===== config.mk =====
export PLATFORM = sky130hd
export DESIGN_NAME = note_tone_gen_flat
export DESIGN_NICKNAME = d
export VERILOG_FILES = /design/src/rtl/note_pkg.sv /design/src/rtl/note_tone_gen_if.sv /design/src/rtl/beat_sync_edge.sv /design/src/rtl/note_tone_gen.sv /design/src/flat_wrapper.sv
export SDC_FILE = /design/constraint.sdc
export NUM_CORES = 1
export LEC_CHECK = 0
export CORE_ASPECT_RATIO = 1.4
export CORE_MARGIN = 2
export CORE_UTILIZATION = 60
export CTS_CLUSTER_DIAMETER = 100
export CTS_CLUSTER_SIZE = 14
export DETAILED_ROUTE_END_ITERATION = 12
export MAX_ROUTING_LAYER = met4
export PLACE_DENSITY = 0.91
export SLEW_MARGIN = 20
export SYNTH_ARGS = -nofsm -noshare
export SYNTH_HDL_FRONTEND = slang
export SYNTH_SLANG_ARGS = --single-unit

===== constraint.sdc =====
create_clock -name clk_5m -period 8.65 [get_ports clk_5m]
set_input_delay 0.865 -clock clk_5m [delete_from_list [all_inputs] [get_ports clk_5m]]
set_output_delay 0.865 -clock clk_5m [all_outputs]
set_load 0.02 [all_outputs]

===== src/rtl/note_pkg.sv =====
// Shared constants for the note tone generator: half-period table, FSM encoding,
// code width and default articulation gap.
package note_pkg;

  localparam int unsigned CodeW         = 4;
  localparam int unsigned HpW           = 15;
  localparam int unsigned GapCycDefault = 2500;

  typedef logic [1:0] state_t;
  localparam state_t StIdle = 2'd0;
  localparam state_t StGap  = 2'd1;
  localparam state_t StPlay = 2'd2;

  // Middle-octave half-period counts in clk_5m cycles, do..ti.
  localparam logic [HpW-1:0] HpDo  = 15'd9555;
  localparam logic [HpW-1:0] HpRe  = 15'd8513;
  localparam logic [HpW-1:0] HpMi  = 15'd7584;
  localparam logic [HpW-1:0] HpFa  = 15'd7159;
  localparam logic [HpW-1:0] HpSol = 15'd6378;
  localparam logic [HpW-1:0] HpLa  = 15'd5682;
  localparam logic [HpW-1:0] HpTi  = 15'd5062;

  function automatic logic [HpW-1:0] med_hp(input logic [2:0] idx);
    case (idx)
      3'd1:    return HpDo;
      3'd2:    return HpRe;
      3'd3:    return HpMi;
      3'd4:    return HpFa;
      3'd5:    return HpSol;
      3'd6:    return HpLa;
      3'd7:    return HpTi;
      default: return '0;
    endcase
  endfunction

  function automatic logic code_valid(input logic [CodeW-1:0] med, input logic [CodeW-1:0] low);
    return (med < 4'd8) && (low < 4'd8) && ((med == '0) || (low == '0));
  endfunction

  // Half-period of a code pair; 0 means rest (including invalid pairs).
  function automatic logic [HpW-1:0] hp_lookup(input logic [CodeW-1:0] med,
                                               input logic [CodeW-1:0] low);
    if (!code_valid(med, low)) return '0;
    if (med != '0) return med_hp(med[2:0]);
    return med_hp(low[2:0]) << 1;
  endfunction

endpackage


===== src/rtl/note_tone_gen_if.sv =====
// Signal bundle between the beat/note producer and the tone generator.
interface note_tone_gen_if;
  import note_pkg::*;

  logic                 beat;
  logic                 en;
  logic [CodeW-1:0]     med_code;
  logic [CodeW-1:0]     low_code;
  logic                 tone;
  logic                 playing;
  logic [2*CodeW-1:0]   cur_code;
  logic                 code_err;

  modport master (
    output beat, en, med_code, low_code,
    input  tone, playing, cur_code, code_err
  );

  modport slave (
    input  beat, en, med_code, low_code,
    output tone, playing, cur_code, code_err
  );

endinterface


===== src/rtl/beat_sync_edge.sv =====
// Multi-flop synchronizer for a slow asynchronous strobe followed by a rising-edge
// detector; the pulse is one clock wide.
module beat_sync_edge #(
  parameter int unsigned SyncStages = 2
) (
  input  logic clk,
  input  logic rst_n,
  input  logic async_in,
  output logic pulse
);

  logic [SyncStages-1:0] sync_q;
  logic                  last_q;

  always_ff @(posedge clk or negedge rst_n) begin
    if (!rst_n) begin
      sync_q <= '0;
      last_q <= 1'b0;
    end else begin
      sync_q[0] <= async_in;
      for (int i = 1; i < SyncStages; i++) begin
        sync_q[i] <= sync_q[i-1];
      end
      last_q <= sync_q[SyncStages-1];
    end
  end

  assign pulse = sync_q[SyncStages-1] & ~last_q;

endmodule


===== src/rtl/note_tone_gen.sv =====
// Square-wave note generator: latches a note code on each beat, inserts an
// articulation gap before a new note, then toggles tone every half-period.
module note_tone_gen
  import note_pkg::*;
#(
  parameter int unsigned GAP_CYC     = GapCycDefault,
  parameter int unsigned SYNC_STAGES = 2
) (
  input logic            clk_5m,
  input logic            rst_n,
  note_tone_gen_if.slave bus
);

  localparam int unsigned     GapW    = (GAP_CYC > 1) ? $clog2(GAP_CYC) : 1;
  localparam logic [GapW-1:0] GapLast = GapW'(GAP_CYC - 1);

  logic                  beat_pulse;
  state_t                state_q, state_d;
  logic [GapW-1:0]       gap_q, gap_d;
  logic [HpW-1:0]        hp_cnt_q, hp_cnt_d;
  logic [HpW-1:0]        note_q, note_d;
  logic                  tone_q, tone_d;
  logic [2*CodeW-1:0]    cur_code_q, cur_code_d;
  logic                  code_err_q, code_err_d;
  logic                  en_q;
  logic [HpW-1:0]        new_hp, cur_hp, eff_hp;
  logic                  restart;

  beat_sync_edge #(
    .SyncStages(SYNC_STAGES)
  ) u_beat_sync (
    .clk     (clk_5m),
    .rst_n   (rst_n),
    .async_in(bus.beat),
    .pulse   (beat_pulse)
  );

  assign new_hp = hp_lookup(bus.med_code, bus.low_code);
  assign cur_hp = hp_lookup(cur_code_q[2*CodeW-1:CodeW], cur_code_q[CodeW-1:0]);
  assign eff_hp = beat_pulse ? new_hp : cur_hp;
  // An enable rising edge replays the latched code as if it were a fresh note.
  assign restart = !en_q || (beat_pulse && (new_hp != note_q));

  always_comb begin
    state_d    = state_q;
    gap_d      = gap_q;
    hp_cnt_d   = hp_cnt_q;
    tone_d     = tone_q;
    note_d     = note_q;
    cur_code_d = cur_code_q;
    code_err_d = 1'b0;

    if (beat_pulse) begin
      cur_code_d = {bus.med_code, bus.low_code};
      code_err_d = ~code_valid(bus.med_code, bus.low_code);
    end

    unique case (state_q)
      StGap: begin
        if (gap_q == GapLast) begin
          state_d  = StPlay;
          hp_cnt_d = '0;
          tone_d   = 1'b0;
        end else begin
          gap_d = gap_q + 1'b1;
        end
      end
      StPlay: begin
        if (hp_cnt_q == note_q - 1'b1) begin
          hp_cnt_d = '0;
          tone_d   = ~tone_q;
        end else begin
          hp_cnt_d = hp_cnt_q + 1'b1;
        end
      end
      default: ;
    endcase

    if (!bus.en) begin
      state_d  = StIdle;
      gap_d    = '0;
      hp_cnt_d = '0;
      tone_d   = 1'b0;
      note_d   = '0;
    end else if (restart) begin
      note_d   = eff_hp;
      gap_d    = '0;
      hp_cnt_d = '0;
      tone_d   = 1'b0;
      state_d  = (eff_hp == '0) ? StIdle : StGap;
    end
  end

  always_ff @(posedge clk_5m or negedge rst_n) begin
    if (!rst_n) begin
      state_q    <= StIdle;
      gap_q      <= '0;
      hp_cnt_q   <= '0;
      tone_q     <= 1'b0;
      note_q     <= '0;
      cur_code_q <= '0;
      code_err_q <= 1'b0;
      en_q       <= 1'b0;
    end else begin
      state_q    <= state_d;
      gap_q      <= gap_d;
      hp_cnt_q   <= hp_cnt_d;
      tone_q     <= tone_d;
      note_q     <= note_d;
      cur_code_q <= cur_code_d;
      code_err_q <= code_err_d;
      en_q       <= bus.en;
    end
  end

  assign bus.tone     = tone_q;
  assign bus.playing  = (state_q == StPlay);
  assign bus.cur_code = cur_code_q;
  assign bus.code_err = code_err_q;

endmodule


===== src/flat_wrapper.sv =====
// flat-port wrapper written by rule: the top's interface ports become plain ports
module note_tone_gen_flat import note_pkg::*;
#(
  parameter int unsigned GAP_CYC     = GapCycDefault,
  parameter int unsigned SYNC_STAGES = 2
)
  (clk_5m, rst_n, bus_beat, bus_en, bus_med_code, bus_low_code, bus_tone, bus_playing, bus_cur_code, bus_code_err);
  note_tone_gen_if bus_i ();
  input logic clk_5m;
  input logic rst_n;
  input wire logic [$bits(bus_i.beat)-1:0] bus_beat;
  input wire logic [$bits(bus_i.en)-1:0] bus_en;
  input wire logic [$bits(bus_i.med_code)-1:0] bus_med_code;
  input wire logic [$bits(bus_i.low_code)-1:0] bus_low_code;
  output wire logic [$bits(bus_i.tone)-1:0] bus_tone;
  output wire logic [$bits(bus_i.playing)-1:0] bus_playing;
  output wire logic [$bits(bus_i.cur_code)-1:0] bus_cur_code;
  output wire logic [$bits(bus_i.code_err)-1:0] bus_code_err;
  assign bus_i.beat = bus_beat;
  assign bus_i.en = bus_en;
  assign bus_i.med_code = bus_med_code;
  assign bus_i.low_code = bus_low_code;
  assign bus_tone = bus_i.tone;
  assign bus_playing = bus_i.playing;
  assign bus_cur_code = bus_i.cur_code;
  assign bus_code_err = bus_i.code_err;
  note_tone_gen #(.GAP_CYC(GAP_CYC), .SYNC_STAGES(SYNC_STAGES)) u_core (.clk_5m(clk_5m), .rst_n(rst_n), .bus(bus_i));
endmodule

==> Word-level counts from Yosys, hierarchy flattened <==
Index checks and enable logic that the tools add are counted.
Widths: inputs -> output; s select.
{ "word_totals": {"reg_bits": 58, "out_inout_bits": 11, "wordCells": 120} }
{ "op_classes": {"addsub": 3, "magnitude_cmp": 4, "n_eq_ne": 40, "n_mux": 39, "bitwise_logic": 4, "reduce_logical": 20} }
{ "op_table": {"columns": ["cell", "n"], "rows": [
  ["$pmux 14 s7", 4],
  ["$mux 15", 15],
  ["$eq 3x3->1 const B", 16],
  ["$mux 12", 4],
  ["$pmux 15 s2", 1],
  ["$eq 3x2->1 const B", 8],
  ["$logic_not 4->1", 4],
  ["$lt 4x4->1 const B", 4],
  ["$add 15x1->15 const B", 1],
  ["$eq 15x15->1", 1],
  ["$logic_not 15->1", 1],
  ["$ne 15x15->1", 1],
  ["$sub 15x1->15 const B", 1],
  ["$add 12x1->12 const B", 1],
  ["$eq 12x12->1 const B", 1],
  ["$eq 3x1->1 const B", 4],
  ["$mux 1", 10],
  ["$mux 2", 4],
  ["$ne 4x2->1 const B", 2],
  ["$reduce_bool 4->1", 2],
  ["$ne 3x1->1 const B", 2],
  ["$reduce_and 2->1", 3],
  ["$logic_and 1x1->1", 5],
  ["$ne 4x1->1 const B", 1],
  ["other kinds (10)", 14]
]} }

==> Logic depth before layout (Yosys ltp) <==
Gate-level depths: netlist of run 1.
{ "depth": {"word_depth": 12, "depth_mapped": 13, "depth_no_buf": 11} }

==> Cells and area by module <==
Synthesis of run 1 repeated with hierarchy kept, for this count alone.
{ "unflattened": {"hier_cells": 597, "area_unflattened_um2": 4687.0} }
{ "by_module_without_submodules": {"columns": ["mod", "n_inst", "cells_each", "area_per_inst_um2", "seq_area_each_um2"], "rows": [
  ["note_tone_gen", 1, 593, 4598.2, 1376.3],
  ["beat_sync_edge", 1, 4, 88.8, 75.1]
]} }

==> Worst setup path before layout of run 1 <==
Ideal clock, no wire load.
{ "synth_path": {"path_type": "input -> register", "from": "input port bus_med_code[1]", "to": "register u_core.hp_cnt_q[13]", "setup_time_ns": 0.064, "arrival_time_ns": 3.552, "t_required_ns": 8.586, "path_slack_ns": 5.034, "stages": 11, "cell_sequence": "buf_2 -> nor3_2 -> o21ai_0 -> nor4_1 -> xor2_1 -> or4_4 -> nor4_4 -> o21ai_2 -> a211oi_4 -> buf_4 -> a21o_1"} }
{ "synth_between": {"elab_chain_len": 10} }
{ "synth_lines": {"columns": ["item", "line_no", "rtl"], "rows": [
  ["start: declaration", "flat_wrapper.sv:13", "input wire logic [$bits(bus_i.med_code)-1:0] bus_med_code;"],
  ["$eq 3x3->1, or another cell as far along", "note_pkg.sv:24", "case (idx)"],
  ["$pmux 14 s7 or $mux 1 (tied branches)", "note_pkg.sv:24, note_pkg.sv:44", null],
  ["$mux 15 or $mux 1 (tied branches)", "note_pkg.sv:44", "if (med != '0) return med_hp(med[2:0]);"],
  ["$mux 15", "note_pkg.sv:45", "return med_hp(low[2:0]) << 1;"],
  ["$mux 15 (*)", "note_pkg.sv:44", null],
  ["$ne 15x15->1 (*)", "note_tone_gen.sv:42", "assign restart = !en_q || (beat_pulse && (new_hp != note_q));"],
  ["$logic_and 1x1->1 (*)", "note_tone_gen.sv:42", null],
  ["$logic_or 1x1->1 (*)", "note_tone_gen.sv:42", null],
  ["$ne 4x2->1 (no source line), or another cell as far along", null, null],
  ["$reduce_and 2->1 (no source line) or $mux 15 (tied branches)", null, null],
  ["end signal: assignment", "note_tone_gen.sv:107", "hp_cnt_q <= hp_cnt_d;"],
  ["end: declaration", "note_tone_gen.sv:20", "logic [HpW-1:0] hp_cnt_q, hp_cnt_d;"]
]} }
Every way passes the cells marked *; elsewhere a longest branch is shown, timed or not. The select of a mux whose other input is x is not followed.
A chain may end at the register's enable or synchronous reset.

==> Worst setup path after layout of run 1 <==
{ "layout_path": {"from": "input port bus_low_code[2]", "to": "register u_core.hp_cnt_q[1]"} }
{ "layout_between": {"elab_chain_len": 9} }
{ "layout_lines": {"columns": ["item", "line_no", "rtl"], "rows": [
  ["start: declaration", "flat_wrapper.sv:14", "input wire logic [$bits(bus_i.low_code)-1:0] bus_low_code;"],
  ["$eq 3x3->1, or another cell as far along", "note_pkg.sv:24", null],
  ["$pmux 14 s7, or another cell as far along", "note_pkg.sv:24", null],
  ["$mux 15 or $logic_and 1x1->1 (tied branches)", "note_pkg.sv:45, note_pkg.sv:37", null],
  ["$mux 15 (*)", "note_pkg.sv:44", null],
  ["$ne 15x15->1 (*)", "note_tone_gen.sv:42", null],
  ["$logic_and 1x1->1 (*)", "note_tone_gen.sv:42", null],
  ["$logic_or 1x1->1 (*)", "note_tone_gen.sv:42", null],
  ["$ne 4x2->1 (no source line), or another cell as far along", null, null],
  ["$reduce_and 2->1 (no source line) or $mux 15 (tied branches)", null, null]
]} }
Every way passes the cells marked *; elsewhere a longest branch is shown, timed or not.

==> qor.yml, run 1 <==
outcome:
  status: "complete, no violations"
placement:
  place_congestion: 1.001
  hpwlAfterDp_um: 8246
  port-buffer-count: 22
  post-place-ws_ns: 3.521
  place_area_um2: 4684
pwr:
  powerDensity_nw_per_um2: 164.2
  p_seq_share_pct: 39.2
  pwr-share-comb_pct: 25.1
  vdd_ir_drop_max_uv: 140.9
  p_int_mw: 0.5302
  finalPower_mw: 0.8075
  p_leak_nw: 2.052
  p_sw_share_pct: 34.34
  netSwitchingPower_mw: 0.2773
  pwr-share-clk_pct: 35.7
floorplan:
  core_area_um2: 7315
  dieArea_um2: 8265
  die_y_um: 106.8
  die_x_um: 77.41
  start_util_pct: 61.89
  placementRows: 37
  ioPinCount: 23
routing:
  wl_per_cell_um: 17.50
  first_iter_violations: 270
  vias_per_cell: 6.503
  first_pass_iters: 6
  drc: 0
  vias: 4266
  antenna_left: 0
  wirelength_um: 11480
logic_synthesis:
  synth_edf_count: 0
  synth_cell_type_count: 72
  synth-seq-area-share_pct: 32.06
  synthArstFlopShare_pct: 100.0
  synth_nets: 579
  synth_seq_cells: 58
  ys.warnings.count: 0
  synthCells: 564
  synth-main-ff-cell: "dfrtp_1"
  syn_avg_cell_area_um2: 8.026
  syn_area_um2: 4527
timing:
  fin_ws_ns: 3.777
  relSlewSlack_pct: 51.87
  skew_ns: 0.01626
  hold_viol: 0
  max_freq_mhz: 205.2
  setup_viol: 0
  fin_crit_sh_pct: 56.33
  fin_tns_setup_ns: 0
  worstMarginPinSlew_ns: 0.7219
  finalCriticalPeriod_ns: 4.873
  final_max_slew_viol_count: 0
  rsz0062_at_grt: "no"
setup_path:
  crit_family: "simple AND/OR/NAND/NOR gates"
  critPathKind: "in2reg"
  cp_num_buf_inv: 1
  crit_arrival_ns: 5.17
  cpMaxStageDelayCell: "clkdlybuf4s50_1"
  slowest_delay_ns: 0.74
  cp_data_required_time_ns: 8.94
  end_kind: "register"
  worst-path-max-fanout: 21
  r2r_slack_ns: 5.18
  cp-start-kind: "input pin"
  worstPathCellList: "clkdlybuf4s50_1 -> nor3_2 -> o21ai_0 -> nor4_1 -> xor2_1 -> or4_4 -> nor4_4 -> o21ai_2 -> a211oi_4 -> a2bb2o_1"
worst_hold_path:
  worstHoldPathType: "reg2reg"
global_route:
  grt_antenna_before_repair: 0
  grt_max_degree: 59
  first_global_vias: 4007
  grt-ovfl-total: 0
  grt_pass1_wl_um: 19440
  grt_usage_pct: 30.39
clock_network:
  clock_latency_ns: 0.36
  cts-root-buf: "clkbuf_8"
  postCtsResizedCells: 0
  post_cts_buffers: 0
  cts_inserted_buffers: 9
  cts_tree: "built"
  cts_max_level: 3
  clock_sinks: 58
  ctsHoldBuffers: 0
  clockBufferDepth: 2
  clk_pin_slew_ns: 0.08
layout:
  stdcell_area_um2: 4918
  nFillCells: 614
  diodes: 0
  multi_input_area_um2: 2838
  regArea_um2: 1451
  drive_gt1_share_pct: 8.050
  area_growth_pct: 8.651
  final_nets: 569
job:
  cap_violations: 0
## through the flow
step	hold WS [ns]	utilization, %	instances
after floorplan	0.3312	-	564
after global placement	0.3393	64.04	640
after detailed placement	0.3411	64.04	640
after CTS	0.3648	67.12	656
after global routing	0.3749	67.24	656
final	0.3664	67.24	656
## power by group through the flow
stage          Clock [mW]  Combinational [mW]  Sequential (mW)
6_report            0.288               0.202            0.317
5_1_grt             0.300               0.222            0.320
4_1_cts             0.288               0.199            0.316
3_5_place_dp            0               0.197            0.321
3_3_place_gp            0               0.192            0.320
2_1_floorplan           0               0.162            0.303
## kinds of logic after synthesis
| family | after synthesis | share of synthesized area, % |
|---|---|---|
| compound gates | 140 | 21.14 |
| xor+xnor | 47 | 9.094 |
| fa+ha+maj | 3 | 0.8293 |
| buf+inv | 59 | 5.500 |
| flops | 58 | 32.06 |
| mux | 10 | 2.294 |
| simple gates | 247 | 29.08 |
## routing by layer
layer	vias up	share of wire [%]	GRT usage [%]
met5	-	0	-
met4	0	5.5	17.35
met3	55	5.8	5.724
met2	177	49	47.76
met1	2006	40	36.73
li1	2028	-	-
## placed cells by master (no fill, tap or decap), types with 5 or more instances in the layout
master           count
nor2_1              55
a211oi_1             8
clkbuf_8             9
nor4_1              13
a21o_1              11
nand4_1             10
xnor2_1             21
mux2i_1              7
nor2b_1             11
a21oi_1             32
and3_1               8
nand2b_1            16
nand2_1             54
inv_1               14
o22ai_1              6
nand3_1             19
nor3_1              17
nand3b_1             5
o21ai_0             28
dfrtp_1             58
clkdlybuf4s50_1     21
o211ai_1             5
xor2_1              26
nor3b_1              5
a211o_1              5
## layout make-up
| class | count | share of cell area [%] |
|---|---|---|
| Clock buffer | 9 | 2.518 |
| Clock inverter | 7 | 2.061 |
| Inverter | 14 | 1.068 |
| Multi-Input combinational cell | 447 | 57.70 |
| Sequential cell | 58 | 29.51 |
| Tap cell | 97 | 2.468 |
| Timing Repair Buffer | 24 | 4.681 |
## cell usage after synthesis, types with 3 or more instances
cell type / n / area share, %
nand2b_1: 16 / 2.2
a211oi_1: 8 / 1.3
o2111ai_1: 4 / 0.77
clkbuf_1: 33 / 2.7
nor2b_1: 11 / 1.5
and3_1: 8 / 1.1
a211o_1: 5 / 0.97
or3_1: 4 / 0.55
nand3b_1: 5 / 0.83
o22ai_1: 6 / 0.83
xnor2_1: 21 / 4.1
nand2_1: 54 / 4.5
or4_1: 3 / 0.50
nand3_1: 19 / 2.1
nor3_1: 17 / 1.9
nor2_1: 56 / 4.6
inv_1: 14 / 1.2
o21ai_0: 28 / 3.1
nor4_1: 13 / 1.8
a21o_1: 11 / 1.8
nor3b_1: 5 / 0.83
nand4_1: 10 / 1.4
a21oi_1: 32 / 3.5
o221ai_1: 3 / 0.58
or2_2: 3 / 0.41
o31ai_1: 4 / 0.66
mux2_2: 3 / 0.75
mux2i_1: 7 / 1.5
o211a_1: 4 / 0.88
buf_2: 7 / 0.77
o211ai_1: 5 / 0.83
xor2_1: 26 / 5.0
a31oi_1: 4 / 0.55
dfrtp_1: 58 / 32
ha_1: 3 / 0.83
and2_1: 3 / 0.41
## state kept, by name, indices dropped and copies added, names as in the netlist
name,cells
u_core.u_beat_sync.sync_q,2
u_core.state_q,2
u_core.u_beat_sync.last_q,1
u_core.hp_cnt_q,15
u_core.bus.cur_code,8
u_core.en_q,1
u_core.bus.code_err,1
u_core.bus.tone,1
u_core.gap_q,12
u_core.note_q,15
## path summary, 6_finish.rpt
path                                                   startpoint                                      to  depth (start not counted)
setup / recovery                                  bus_low_code[2]          u_core.hp_cnt_q[1]$_DFFE_PN0P_                         10
hold / removal             u_core.u_beat_sync.sync_q[0]$_DFF_PN0_  u_core.u_beat_sync.sync_q[1]$_DFF_PN0_                          0
setup reg to reg                     u_core.note_q[0]$_DFFE_PN0N_          u_core.hp_cnt_q[7]$_DFFE_PN0P_                         11
hold reg to reg            u_core.u_beat_sync.sync_q[0]$_DFF_PN0_  u_core.u_beat_sync.sync_q[1]$_DFF_PN0_                          0
max in group asynchronous                                   rst_n           u_core.note_q[11]$_DFFE_PN0N_                          2
min in group asynchronous                                   rst_n          u_core.hp_cnt_q[2]$_DFFE_PN0P_                          2
No activity file was read; power rests on OpenSTA's default activity.
==> run 2: changes to the inputs <==
--- a/config.mk
+++ b/config.mk
@@ -7,12 +7,12 @@
 export LEC_CHECK = 0
 export CORE_ASPECT_RATIO = 1.4
 export CORE_MARGIN = 2
-export CORE_UTILIZATION = 60
+export CORE_UTILIZATION = 55
 export CTS_CLUSTER_DIAMETER = 100
 export CTS_CLUSTER_SIZE = 14
 export DETAILED_ROUTE_END_ITERATION = 12
 export MAX_ROUTING_LAYER = met4
-export PLACE_DENSITY = 0.91
+export PLACE_DENSITY = 0.88
 export SLEW_MARGIN = 20
 export SYNTH_ARGS = -nofsm -noshare
 export SYNTH_HDL_FRONTEND = slang
==> constraint.sdc (replaced) <==
create_clock -name clk_5m -period 4.1 [get_ports clk_5m]
set_input_delay 0.41 -clock clk_5m [delete_from_list [all_inputs] [get_ports clk_5m]]
set_output_delay 0.41 -clock clk_5m [all_outputs]
set_load 0.02 [all_outputs]
==> run 2 against run 1 <==
Compared with the run above: via count rose by 1.9%; cell count up 3.4%; final area increased by 3.9%; die area grew 8.7%; core utilization shrank 4.2 points; critical path depth is 2 higher; critical endpoint unchanged; power is 120% higher; non-clock buffer count rose by 17; worst hold slack improved by 0.017 ns; clock skew down 0.012 ns.
==> qor.yml, run 2 (synthesis gave the netlist of run 1 again) <==
floorplan:
  placementRows: 39  # was 37
  die_y_um: 111.3  # was 106.8 µm
  dieArea_um2: 8983  # was 8265 µm²
  start_util_pct: 55.89  # was 61.89%
  ioPinCount: 23  # unchanged
  core_area_um2: 8100  # was 7315 µm²
  die_x_um: 80.68  # was 77.41 µm
worst_hold_path:
  min_from: "u_core.u_beat_sync.sync_q[0]$_DFF_PN0_"  # unchanged
  holdPathEnd: "u_core.u_beat_sync.sync_q[1]$_DFF_PN0_"  # unchanged
  worstHoldPathType: "reg2reg"  # unchanged
  holdPathStages: 0  # unchanged
pwr:
  powerDensity_nw_per_um2: 355.4  # was 164.2 nW/µm²
  vdd_ir_drop_max_uv: 290.7  # was 140.9 µV
  p_leak_nw: 2.159  # was 2.052 nW
layout:
  layout_commonest_cell: "dfrtp_1"  # unchanged
  stdcell_area_um2: 5110  # was 4918 µm²
  area_growth_pct: 12.88  # was 8.651%
  final_nets: 586  # was 569
  final_cell_mix: "dfrtp_1 (58), nor2_1 (55), nand2_1 (54)"  # unchanged
  reg.largest.list: "u_core.hp_cnt_q (15), u_core.note_q (15), u_core.gap_q (12)"  # unchanged
  diodes: 0  # unchanged
  drive_gt1_share_pct: 10.59  # was 8.050%
global_route:
  grt_max_degree: 53  # was 59
  grt_antenna_before_repair: 0  # unchanged
  grt_usage_pct: 29.29  # was 30.39%
  grt_pass1_wl_um: 20040  # was 19440 µm
  grt-ovfl-total: 0  # unchanged
  first_global_vias: 4213  # was 4007
setup_path:
  cp_data_required_time_ns: 4.37  # was 8.94 ns
  crit_arrival_ns: 4.01  # was 5.17 ns
  r2r_slack_ns: 0.57  # was 5.18 ns
  r2r_end: "u_core.hp_cnt_q[14]$_DFFE_PN0P_"  # was u_core.hp_cnt_q[7]$_DFFE_PN0P_
  cp-start-kind: "input pin"  # unchanged
  end_kind: "register"  # unchanged
  worst-path-max-fanout: 15  # was 21
  rr_worst_depth: 11  # unchanged
  critPathKind: "in2reg"  # unchanged
  startpoint: "bus_med_code[0]"  # was bus_low_code[2]
  r2r-start: "u_core.note_q[1]$_DFFE_PN0N_"  # was u_core.note_q[0]$_DFFE_PN0N_
timing:
  max_freq_mhz: 267.3
  finalCriticalPeriod_ns: 3.741
  setup_viol: 0  # unchanged
  skew_ns: 0.003951  # was 0.01626 ns
  hold_viol: 0  # unchanged
  fin_crit_sh_pct: 91.25
  relSlewSlack_pct: 51.20  # was 51.87%
  final_max_slew_viol_count: 0  # unchanged
  rsz0062_at_grt: "no"  # unchanged
  fin_tns_setup_ns: 0  # unchanged
  whs_ns: 0.3830  # was 0.3664 ns
  worstMarginPinSlew_ns: 0.7243  # was 0.7219 ns
routing:
  wirelength_um: 12210  # was 11480 µm
  first_iter_violations: 369  # was 270
  vias_per_cell: 6.414  # was 6.503
  wl_per_cell_um: 18.00  # was 17.50 µm
  first_pass_iters: 5  # was 6
  drc: 0  # unchanged
  antenna_left: 0  # unchanged
  vias: 4349  # was 4266
job:
  cap_violations: 0  # unchanged
clock_network:
  clk_pin_slew_ns: 0.05  # was 0.08 ns
  cts-root-buf: "clkbuf_16"  # was clkbuf_8
  clock_sinks: 58  # unchanged
  cts_tree: "built"  # unchanged
  cts_max_level: 3  # unchanged
  clock_latency_ns: 0.33  # was 0.36 ns
  ctsHoldBuffers: 1  # was 0
  postCtsResizedCells: 0  # unchanged
  clockBufferDepth: 2  # unchanged
  post_cts_buffers: 0  # unchanged
  cts_inserted_buffers: 9  # unchanged
placement:
  place_congestion: 1.002  # was 1.001
  place_area_um2: 4811  # was 4684 µm²
  hpwlAfterDp_um: 8829  # was 8246 µm
  port-buffer-count: 22  # unchanged
outcome:
  status: "complete, no violations"  # unchanged
==> run 2: final cells by class <==
class                   instances  area [µm²]
fillers                       697        2990
clock buffers                  10       239.0
inverters                      14       52.55
flip-flops and latches         58        1451
well taps                     102       127.6
repair buffers                 41       360.3
multi-input cells             447        2838
clock inverters                 6       41.29
==> run 2: routing by layer <==
layer	track usage [%]	up-vias	part of all wire, %
met1	33.46	2037	40
met2	46.56	191	48
met4	19.21	0	6.9
li1	-	2052	-
met5	-	-	0
met3	4.943	69	5.0
==> run 2: stage by stage <==
stage | total power, mW | setup WS (ns) | utilization [%] | instances
after floorplan | 0.9818 | 0.9348 | - | 564
after global placement | 1.098 | 0.02058 | 59.39 | 661
after detailed placement | 1.108 | -0.06103 | 59.39 | 661
after CTS | 1.812 | 0.2768 | 62.98 | 678
after global routing | 1.895 | 0.08288 | 63.08 | 678
final | 1.816 | 0.3589 | 63.08 | 678
==> run 2: worst max-delay path by stage <==
stage,end
after floorplan,u_core.hp_cnt_q[5]$_DFFE_PN0P_
after global placement,u_core.hp_cnt_q[8]$_DFFE_PN0P_
after detailed placement,u_core.hp_cnt_q[8]$_DFFE_PN0P_
after CTS,u_core.hp_cnt_q[8]$_DFFE_PN0P_
after global routing,u_core.hp_cnt_q[1]$_DFFE_PN0P_
final,u_core.hp_cnt_q[1]$_DFFE_PN0P_
==> run 2: critical path: stages <==
cell,delay (ns)
clkdlybuf4s50_1,0.54
buf_4,0.23
nor4_1,0.49
o211ai_1,0.24
o31ai_1,0.23
o2111ai_1,0.20
or4_4,0.52
nor4_4,0.42
o21ai_2,0.15
a211oi_4,0.17
buf_4,0.24
a2bb2o_1,0.16
==> run 2: report_power, final <==
| part | leakage [nW] | internal, mW | switching [mW] |
|---|---|---|---|
| sequential | 0.778 | 0.599 | 0.0713 |
| combinational | 1.25 | 0.185 | 0.258 |
| clock | 0.131 | 0.424 | 0.278 |
| total | 2.16 | 1.21 | 0.608 |
==> run 3: changes to the inputs <==
--- a/config.mk
+++ b/config.mk
@@ -7,13 +7,14 @@
 export LEC_CHECK = 0
 export CORE_ASPECT_RATIO = 1.4
 export CORE_MARGIN = 2
-export CORE_UTILIZATION = 55
+export CORE_UTILIZATION = 56
 export CTS_CLUSTER_DIAMETER = 100
 export CTS_CLUSTER_SIZE = 14
 export DETAILED_ROUTE_END_ITERATION = 12
 export MAX_ROUTING_LAYER = met4
-export PLACE_DENSITY = 0.88
+export PLACE_DENSITY = 0.89
 export SLEW_MARGIN = 20
 export SYNTH_ARGS = -nofsm -noshare
 export SYNTH_HDL_FRONTEND = slang
+export SYNTH_HIERARCHICAL = 1
 export SYNTH_SLANG_ARGS = --single-unit
==> run 3 against run 2 <==
Compared with the run above: first-iteration DRC count is 17% higher; highest routed layer unchanged; sequential cell count stayed put; final area is 4.6% higher; worst hold slack worse by 0.0098 ns; register-to-register slack better by 0.35 ns; largest cell class unchanged; via count is 10% higher; setup slack better by 0.12 ns; cell count is 5.3% higher; global-route usage is 3.3 points higher; core utilization is 2.5 points higher; sequential power is 2% lower.
==> qor.yml, run 3 <==
outcome:
  status: "complete, no violations"  # unchanged
logic_synthesis:
  synth_edf_count: 0  # unchanged
  synthAdderAreaFrac_pct: 1.014  # was 0.8292%
  syn_avg_cell_area_um2: 7.851  # was 8.026 µm²
  synthCells: 597  # was 564
  synth-simple-area-share_pct: 29.77  # was 29.08%
  synthXorXnorAreaFrac_pct: 7.662  # was 9.093%
  synth.most_common_cell: "nor2_1"  # was dfrtp_1
  synth_common_cells: "nor2_1 (66), dfrtp_1 (58), nand2_1 (55), o21ai_0 (36), clkbuf_1 (35)"  # was dfrtp_1 (58), nor2_1 (56), nand2_1 (54), clkbuf_1 (33), a21oi_1 (32)
  ys.warnings.count: 6  # was 0
  synth_nets: 612  # was 579
  synthArstFlopShare_pct: 100.0  # unchanged
  yosys.area.top_type_share_pct: 30.97  # was 32.06%
  synth-compound-area-share_pct: 21.44  # was 21.14%
  synth_cell_type_count: 73  # was 72
  syn_area_um2: 4687  # was 4527 µm²
  synth-main-ff-cell: "dfrtp_1"  # unchanged
  synth_area_leader_cell: "dfrtp_1"  # unchanged
  synth_seq_cells: 58  # unchanged
  synth_top_family_by_area: "simple AND/OR/NAND/NOR gates"  # unchanged
  netlist_top_cells_area: "dfrtp_1 (31%), nor2_1 (5.3%), nand2_1 (4.4%), xor2_1 (4.1%), o21ai_0 (3.8%)"  # was dfrtp_1 (32%), xor2_1 (5.0%), nor2_1 (4.6%), nand2_1 (4.5%), xnor2_1 (4.1%)
  synth-seq-area-share_pct: 30.97  # was 32.06%
  synthMuxAreaShare_pct: 3.951  # was 2.294%
clock_network:
  cts_tree: "built"  # unchanged
  cts-root-buf: "clkbuf_16"  # unchanged
  clk_pin_slew_ns: 0.06  # was 0.05 ns
  clock_sinks: 58  # unchanged
  clockBufferDepth: 2  # unchanged
  cts_max_level: 3  # unchanged
  clock_latency_ns: 0.33  # about the same
  cts_inserted_buffers: 9  # unchanged
setup_path:
  slowest_delay_ns: 0.58  # was 0.54 ns
  r2r_slack_ns: 0.92  # was 0.57 ns
  crit_arrival_ns: 3.87  # was 4.01 ns
  cp-start-kind: "input pin"  # unchanged
  cpMaxStageDelayCell: "clkdlybuf4s50_1"  # unchanged
  cp_data_required_time_ns: 4.34  # was 4.37 ns
  worst-path-max-fanout: 30  # was 15
  worstPathCellList: "clkdlybuf4s50_1 -> buf_4 -> or2_1 -> or3_1 -> and3_1 -> a211o_1 -> nor4_1 -> a41oi_2 -> nand2b_4 -> a31oi_1"  # was clkdlybuf4s50_1 -> buf_4 -> nor4_1 -> o211ai_1 -> o31ai_1 -> o2111ai_1 -> or4_4 -> nor4_4 -> o21ai_2 -> a211oi_4 -> buf_4 -> a2bb2o_1
  end_kind: "register"  # unchanged
  r2r-start: "u_core/note_q[1]$_DFFE_PN0P_"  # was u_core.note_q[1]$_DFFE_PN0N_
  critPathKind: "in2reg"  # unchanged
  rr_worst_depth: 11  # unchanged
  r2r_end: "u_core/hp_cnt_q[2]$_DFFE_PN0P_"  # was u_core.hp_cnt_q[14]$_DFFE_PN0P_
timing:
  hold_viol: 0  # unchanged
  fin_crit_sh_pct: 88.37  # was 91.25%
  relSlewSlack_pct: 38.78  # was 51.20%
  fin_ws_ns: 0.4767  # was 0.3589 ns
  rsz0062_at_grt: "no"  # unchanged
  skew_ns: 0.007054  # was 0.003951 ns
  finalCriticalPeriod_ns: 3.623  # was 3.741 ns
  fin_tns_setup_ns: 0  # unchanged
  worstMarginPinSlew_ns: 0.9055  # was 0.7243 ns
  whs_ns: 0.3732  # was 0.3830 ns
  final_max_slew_viol_count: 0  # unchanged
  setup_viol: 0  # unchanged
  max_freq_mhz: 276.0  # was 267.3 MHz
pwr:
  vdd_ir_drop_max_uv: 297.5  # was 290.7 µV
  powerDensity_nw_per_um2: 363.8  # was 355.4 nW/µm²
  p_leak_nw: 2.113  # was 2.159 nW
routing:
  wirelength_um: 13950  # was 12210 µm
  drc: 0  # unchanged
  antenna_left: 0  # unchanged
  wl_per_cell_um: 19.54  # was 18.00 µm
  first_pass_iters: 5  # unchanged
  first_iter_violations: 432  # was 369
  vias: 4800  # was 4349
  vias_per_cell: 6.723  # was 6.414
floorplan:
  placementRows: 39  # unchanged
  die_x_um: 81.32  # was 80.68 µm
  core_area_um2: 8149  # was 8100 µm²
  start_util_pct: 57.52  # was 55.89%
  dieArea_um2: 9128  # was 8983 µm²
  ioPinCount: 23  # unchanged
  die_y_um: 112.2  # was 111.3 µm
layout:
  fin_util_pct: 65.58  # was 63.08%
  layout_commonest_cell: "nor2_1"  # was dfrtp_1
  fin_cells: 714  # was 678
  diodes: 0  # unchanged
  final_cell_mix: "nor2_1 (65), dfrtp_1 (58), nand2_1 (55)"  # was dfrtp_1 (58), nor2_1 (55), nand2_1 (54)
  reg.largest.list: "u_core/hp_cnt_q (15), u_core/note_q (15), u_core/gap_q (12)"  # was u_core.hp_cnt_q (15), u_core.note_q (15), u_core.gap_q (12)
  area_growth_pct: 14.02  # was 12.88%
  final_nets: 622  # was 586
  drive_gt1_share_pct: 10.13  # was 10.59%
global_route:
  grt_pass1_wl_um: 22520  # was 20040 µm
  first_global_vias: 4587  # was 4213
  grt-ovfl-total: 0  # unchanged
  grt_usage_pct: 32.59  # was 29.29%
  grt_max_degree: 45  # was 53
  grt_antenna_before_repair: 0  # unchanged
worst_hold_path:
  min_from: "u_core/u_beat_sync/sync_q[0]$_DFF_PN0_"  # was u_core.u_beat_sync.sync_q[0]$_DFF_PN0_
  holdPathEnd: "u_core/u_beat_sync/sync_q[1]$_DFF_PN0_"  # was u_core.u_beat_sync.sync_q[1]$_DFF_PN0_
  worstHoldPathType: "reg2reg"  # unchanged
  holdPathStages: 0  # unchanged
placement:
  placedCellCount: 697  # was 661
  hpwlAfterDp_um: 9890  # was 8829 µm
  place_congestion: 0.9878  # was 1.002
  post-place-ws_ns: 0.1645  # was -0.06103 ns
  port-buffer-count: 22  # unchanged
job:
  cap_violations: 0  # unchanged
run 3: cell types whose count changed in the layout (fill, tap and decap cells not counted), sizes merged, moves of 6 or more:
cell,delta
nor2b,+6
nand2b,-10
mux2i,+7
nor3,+6
a21o,-11
nand3,+8
nor2,+8
o21ai,+9
a31oi,+9
nor4,-6
run 3: worst max path at each step:
stage	slack, ns	from	cells past startpoint	to
after floorplan	1.12	bus_med_code[0]	11	u_core/note_q[12]$_DFFE_PN0P_
after global placement	0.27	bus_med_code[3]	10	u_core/hp_cnt_q[3]$_DFFE_PN0P_
after detailed placement	0.16	bus_med_code[3]	10	u_core/hp_cnt_q[9]$_DFFE_PN0P_
after CTS	0.50	bus_med_code[3]	10	u_core/hp_cnt_q[9]$_DFFE_PN0P_
after global routing	0.27	bus_med_code[2]	10	u_core/hp_cnt_q[13]$_DFFE_PN0P_
final	0.48	bus_med_code[3]	10	u_core/hp_cnt_q[13]$_DFFE_PN0P_
run 3: logic make-up (layout without fill, tap and decap cells):
kind of cell               after synthesis  in the layout
muxes                                   18             18
buffers and inverters                   59             74
DFF                                     58             58
adders and majority gates                4              4
and+or+nand+nor                        267            267
AOI/OAI and AO/OA                      150            150
xor gates and xnor gates                41             41
run 3: area by class of cell:
type / instances / area, µm²
clock buffers: 9 / 225.2
clock inverters: 7 / 102.6
fillers: 645 / 2805
inverters: 13 / 48.80
multi-input cells: 480 / 2998
flip-flops and latches: 58 / 1451
well taps: 102 / 127.6
repair buffers: 45 / 390.4
run 3: metrics by stage:
stage / cell area (µm²) / power [mW]
after floorplan: 4687 / 0.9825
after global placement: 5000 / 1.109
after detailed placement: 5000 / 1.120
after CTS: 5338 / 1.940
after global routing: 5344 / 2.022
final: 5344 / 1.944
run 3: routing by layer:
metal / wire length [µm] / vias to the layer above / share of wire (%) / track usage [%]
met4: 674 / 0 / 4.8 / 16.84
met3: 932 / 60 / 6.7 / 5.707
met2: 6835 / 242 / 49 / 50.98
met5: 0 / - / 0 / -
li1: - / 2198 / - / -
met1: 5510 / 2300 / 39 / 39.81
run 3: worst max-delay path, delay by kind of cell:
kind	cells	cell delay, ns
simple gates	5	1.85
buf+inv	2	0.83
compound gates	3	0.76
run 3: timing repair:
| action | 4_1_cts | 5_1_grt |
|---|---|---|
| resized for setup | 0 | 0 |
| buffers inserted | 0 | 0 |
| hold buffers | 1 | 0 |
| endpoints found under the hold margin | 14 | 0 |
run 3: power by group:
part | total, mW | switching [mW] | leakage (nW) | internal (mW)
clock network | 0.818 | 0.282 | 0.156 | 0.536
logic | 0.469 | 0.274 | 1.18 | 0.195
registers | 0.657 | 0.0605 | 0.780 | 0.597
total | 1.94 | 0.616 | 2.11 | 1.33
==> edit (settings of run 2) <==
`SYNC_STAGES` is set to 2 in 2 places; all go to 1.
--- a/src/rtl/note_tone_gen.sv
+++ b/src/rtl/note_tone_gen.sv
@@ -4,7 +4,7 @@
   import note_pkg::*;
 #(
   parameter int unsigned GAP_CYC     = GapCycDefault,
-  parameter int unsigned SYNC_STAGES = 2
+  parameter int unsigned SYNC_STAGES = 1
 ) (
   input logic            clk_5m,
   input logic            rst_n,
--- a/src/flat_wrapper.sv
+++ b/src/flat_wrapper.sv
@@ -2,7 +2,7 @@
 module note_tone_gen_flat import note_pkg::*;
 #(
   parameter int unsigned GAP_CYC     = GapCycDefault,
-  parameter int unsigned SYNC_STAGES = 2
+  parameter int unsigned SYNC_STAGES = 1
 )
   (clk_5m, rst_n, bus_beat, bus_en, bus_med_code, bus_low_code, bus_tone, bus_playing, bus_cur_code, bus_code_err);
   note_tone_gen_if bus_i ();
Behaviour: not the same (a bounded check fails within 4 cycles, from zero or initial values and one cycle with rst_n low).
==> edit against run 2 <==
Critical path depth is 3 lower. Synthesized cell count is 7.8% higher. Worst setup slack better by 0.11 ns. Sequential cell count is 1 lower. Design area is 7.1% higher. Routed wire length is 12% higher. Total power is 0.54% lower. Synthesized area is 9.3% higher.
==> edit: results <==
critical_path:
  crit_path_top_delay_cell: "a2111oi_0"
  arrival_ns: 3.84
  worst_path_largest_cell_delay_ns: 0.79
  crit_fanout: 30
synth:
  synthTopCellsByCount: "nand2_1, dfrtp_1, nor2_1"
  seq_area_frac_synth_pct: 28.8
  synth_ff_type: "dfrtp_1"
  postSynthNetCount: 623
  async_flop_share_pct: 100
  ys.warnings.count: 0
  ys_types: 77
  netlist_instances: 608
  synthTopCellsByArea: "dfrtp_1, nand2_1, xnor2_1"
final_layout:
  antenna_cells: 0
  final_area_um2: 5470
  final_nets: 620
  reg_top3: "u_core.hp_cnt_q: 15 flops, u_core.note_q: 15 flops, u_core.gap_q: 12 flops"
  nFillCells: 716
  drive_gt1_share_pct: 10.8
clock_tree:
  cts_setup_buffers: 0
  root_buffer: "clkbuf_16"
  cts.repair.resized: 0
  h-tree-depth: 3
  cts_buffers: 9
  clk_latency_ns: 0.34
  clockBufferDepth: 2
  clkTransAtPathRegs_ns: 0.05
hold_path:
  min_path_type: "in -> async"
placed_design:
  buffer_ports.inserted: 22
  dpl_cell_area_um2: 5190
  dp_hpwl_mm: 9.58
  dp_cells: 699
  gp_congestion: 1.06
  dp_worst_setup_slack_ns: 0.182
drt:
  drt-initial-drc-count: 459
  drt-total-wl_mm: 13.6
  avgViaCountPerCell: 6.75
  wl_per_cell_um: 19.1
timing:
  max_slew_margin_pct: 31.2
  skew_ns: 0.00935
power:
  ir_drop_mv: 0.321
  p_leak_uw: 0.00221
global_routing:
  grt_pass1_wl_mm: 22.5
  grt_pass1_vias: 4767
  grt_max_degree: 58
  grt_antenna_before_repair: 0
  grt.total_usage_pct: 29.6
run_status:
  status: "completed"
==> edit: worst max-delay path: cells and delay by family <==
kind                   cells  cell delay, ns
buffers and inverters      2            0.98
AND/OR/NAND/NOR            4            0.99
AO/OA/AOI/OAI              3            1.46
==> edit: metal layers <==
metal  part of all wire [%]  track usage [%]
met1                     38             33.1
met2                     49             48.6
met3                    7.0             5.09
met4                    6.4             20.1
met5                      0                -
==> edit: kinds of logic (layout without fill, tap and decap cells) <==
kind of cell    after synthesis  after routing  synth area share [%]
mux                          26             26                  5.33
flops                        57             57                  28.8
buf+inv                      67             68                  5.76
compound gates              127            127                  18.7
fa+ha+maj                     3              3                 0.759
xor+xnor                     54             54                  9.56
simple gates                274            274                  31.1
==> edit: cell type report <==
type | count | area (um2) | share of cell area [%]
clock inverter | 4 | 45.0 | 0.823
clock buffer | 11 | 233 | 4.25
tap | 105 | 131 | 2.40
timing repair buffer | 40 | 350 | 6.40
inverter | 13 | 48.8 | 0.892
sequential | 57 | 1430 | 26.1
multi-input combinational | 484 | 3240 | 59.2
==> edit: path summary, 6_finish.rpt <==
kind / startpoint / to / slack (ns) / cells past startpoint
min in group clk_5m: u_core.u_beat_sync.sync_q$_DFF_PN0_ / u_core.u_beat_sync.last_q$_DFF_PN0_ / 0.40 / 0
worst max-delay path: bus_med_code[0] / u_core.hp_cnt_q[6]$_DFFE_PN0P_ / 0.47 / 9
worst min register to register: u_core.u_beat_sync.sync_q$_DFF_PN0_ / u_core.u_beat_sync.last_q$_DFF_PN0_ / 0.40 / 0
worst max register to register: u_core.note_q[1]$_DFFE_PN0N_ / u_core.hp_cnt_q[6]$_DFFE_PN0P_ / 0.71 / 10
max in group asynchronous: rst_n / u_core.hp_cnt_q[6]$_DFFE_PN0P_ / 3.41 / 2
worst min-delay path: rst_n / u_core.gap_q[9]$_DFFE_PN0P_ / 0.22 / 2
==> edit: power by group <==
part | internal [uW] | leakage [uW] | total (uW) | switching (uW)
Clock | 463 | 0.000139 | 717 | 255
Sequential | 583 | 0.000774 | 637 | 54.5
Combinational | 180 | 0.00129 | 452 | 271
==> edit: stage by stage <==
stage	total power (uW)	util, %
floorplan	965	-
global placement	1080	60.0
detailed placement	1090	60.0
CTS	1800	63.2
global route	1880	63.2
finish	1810	63.2
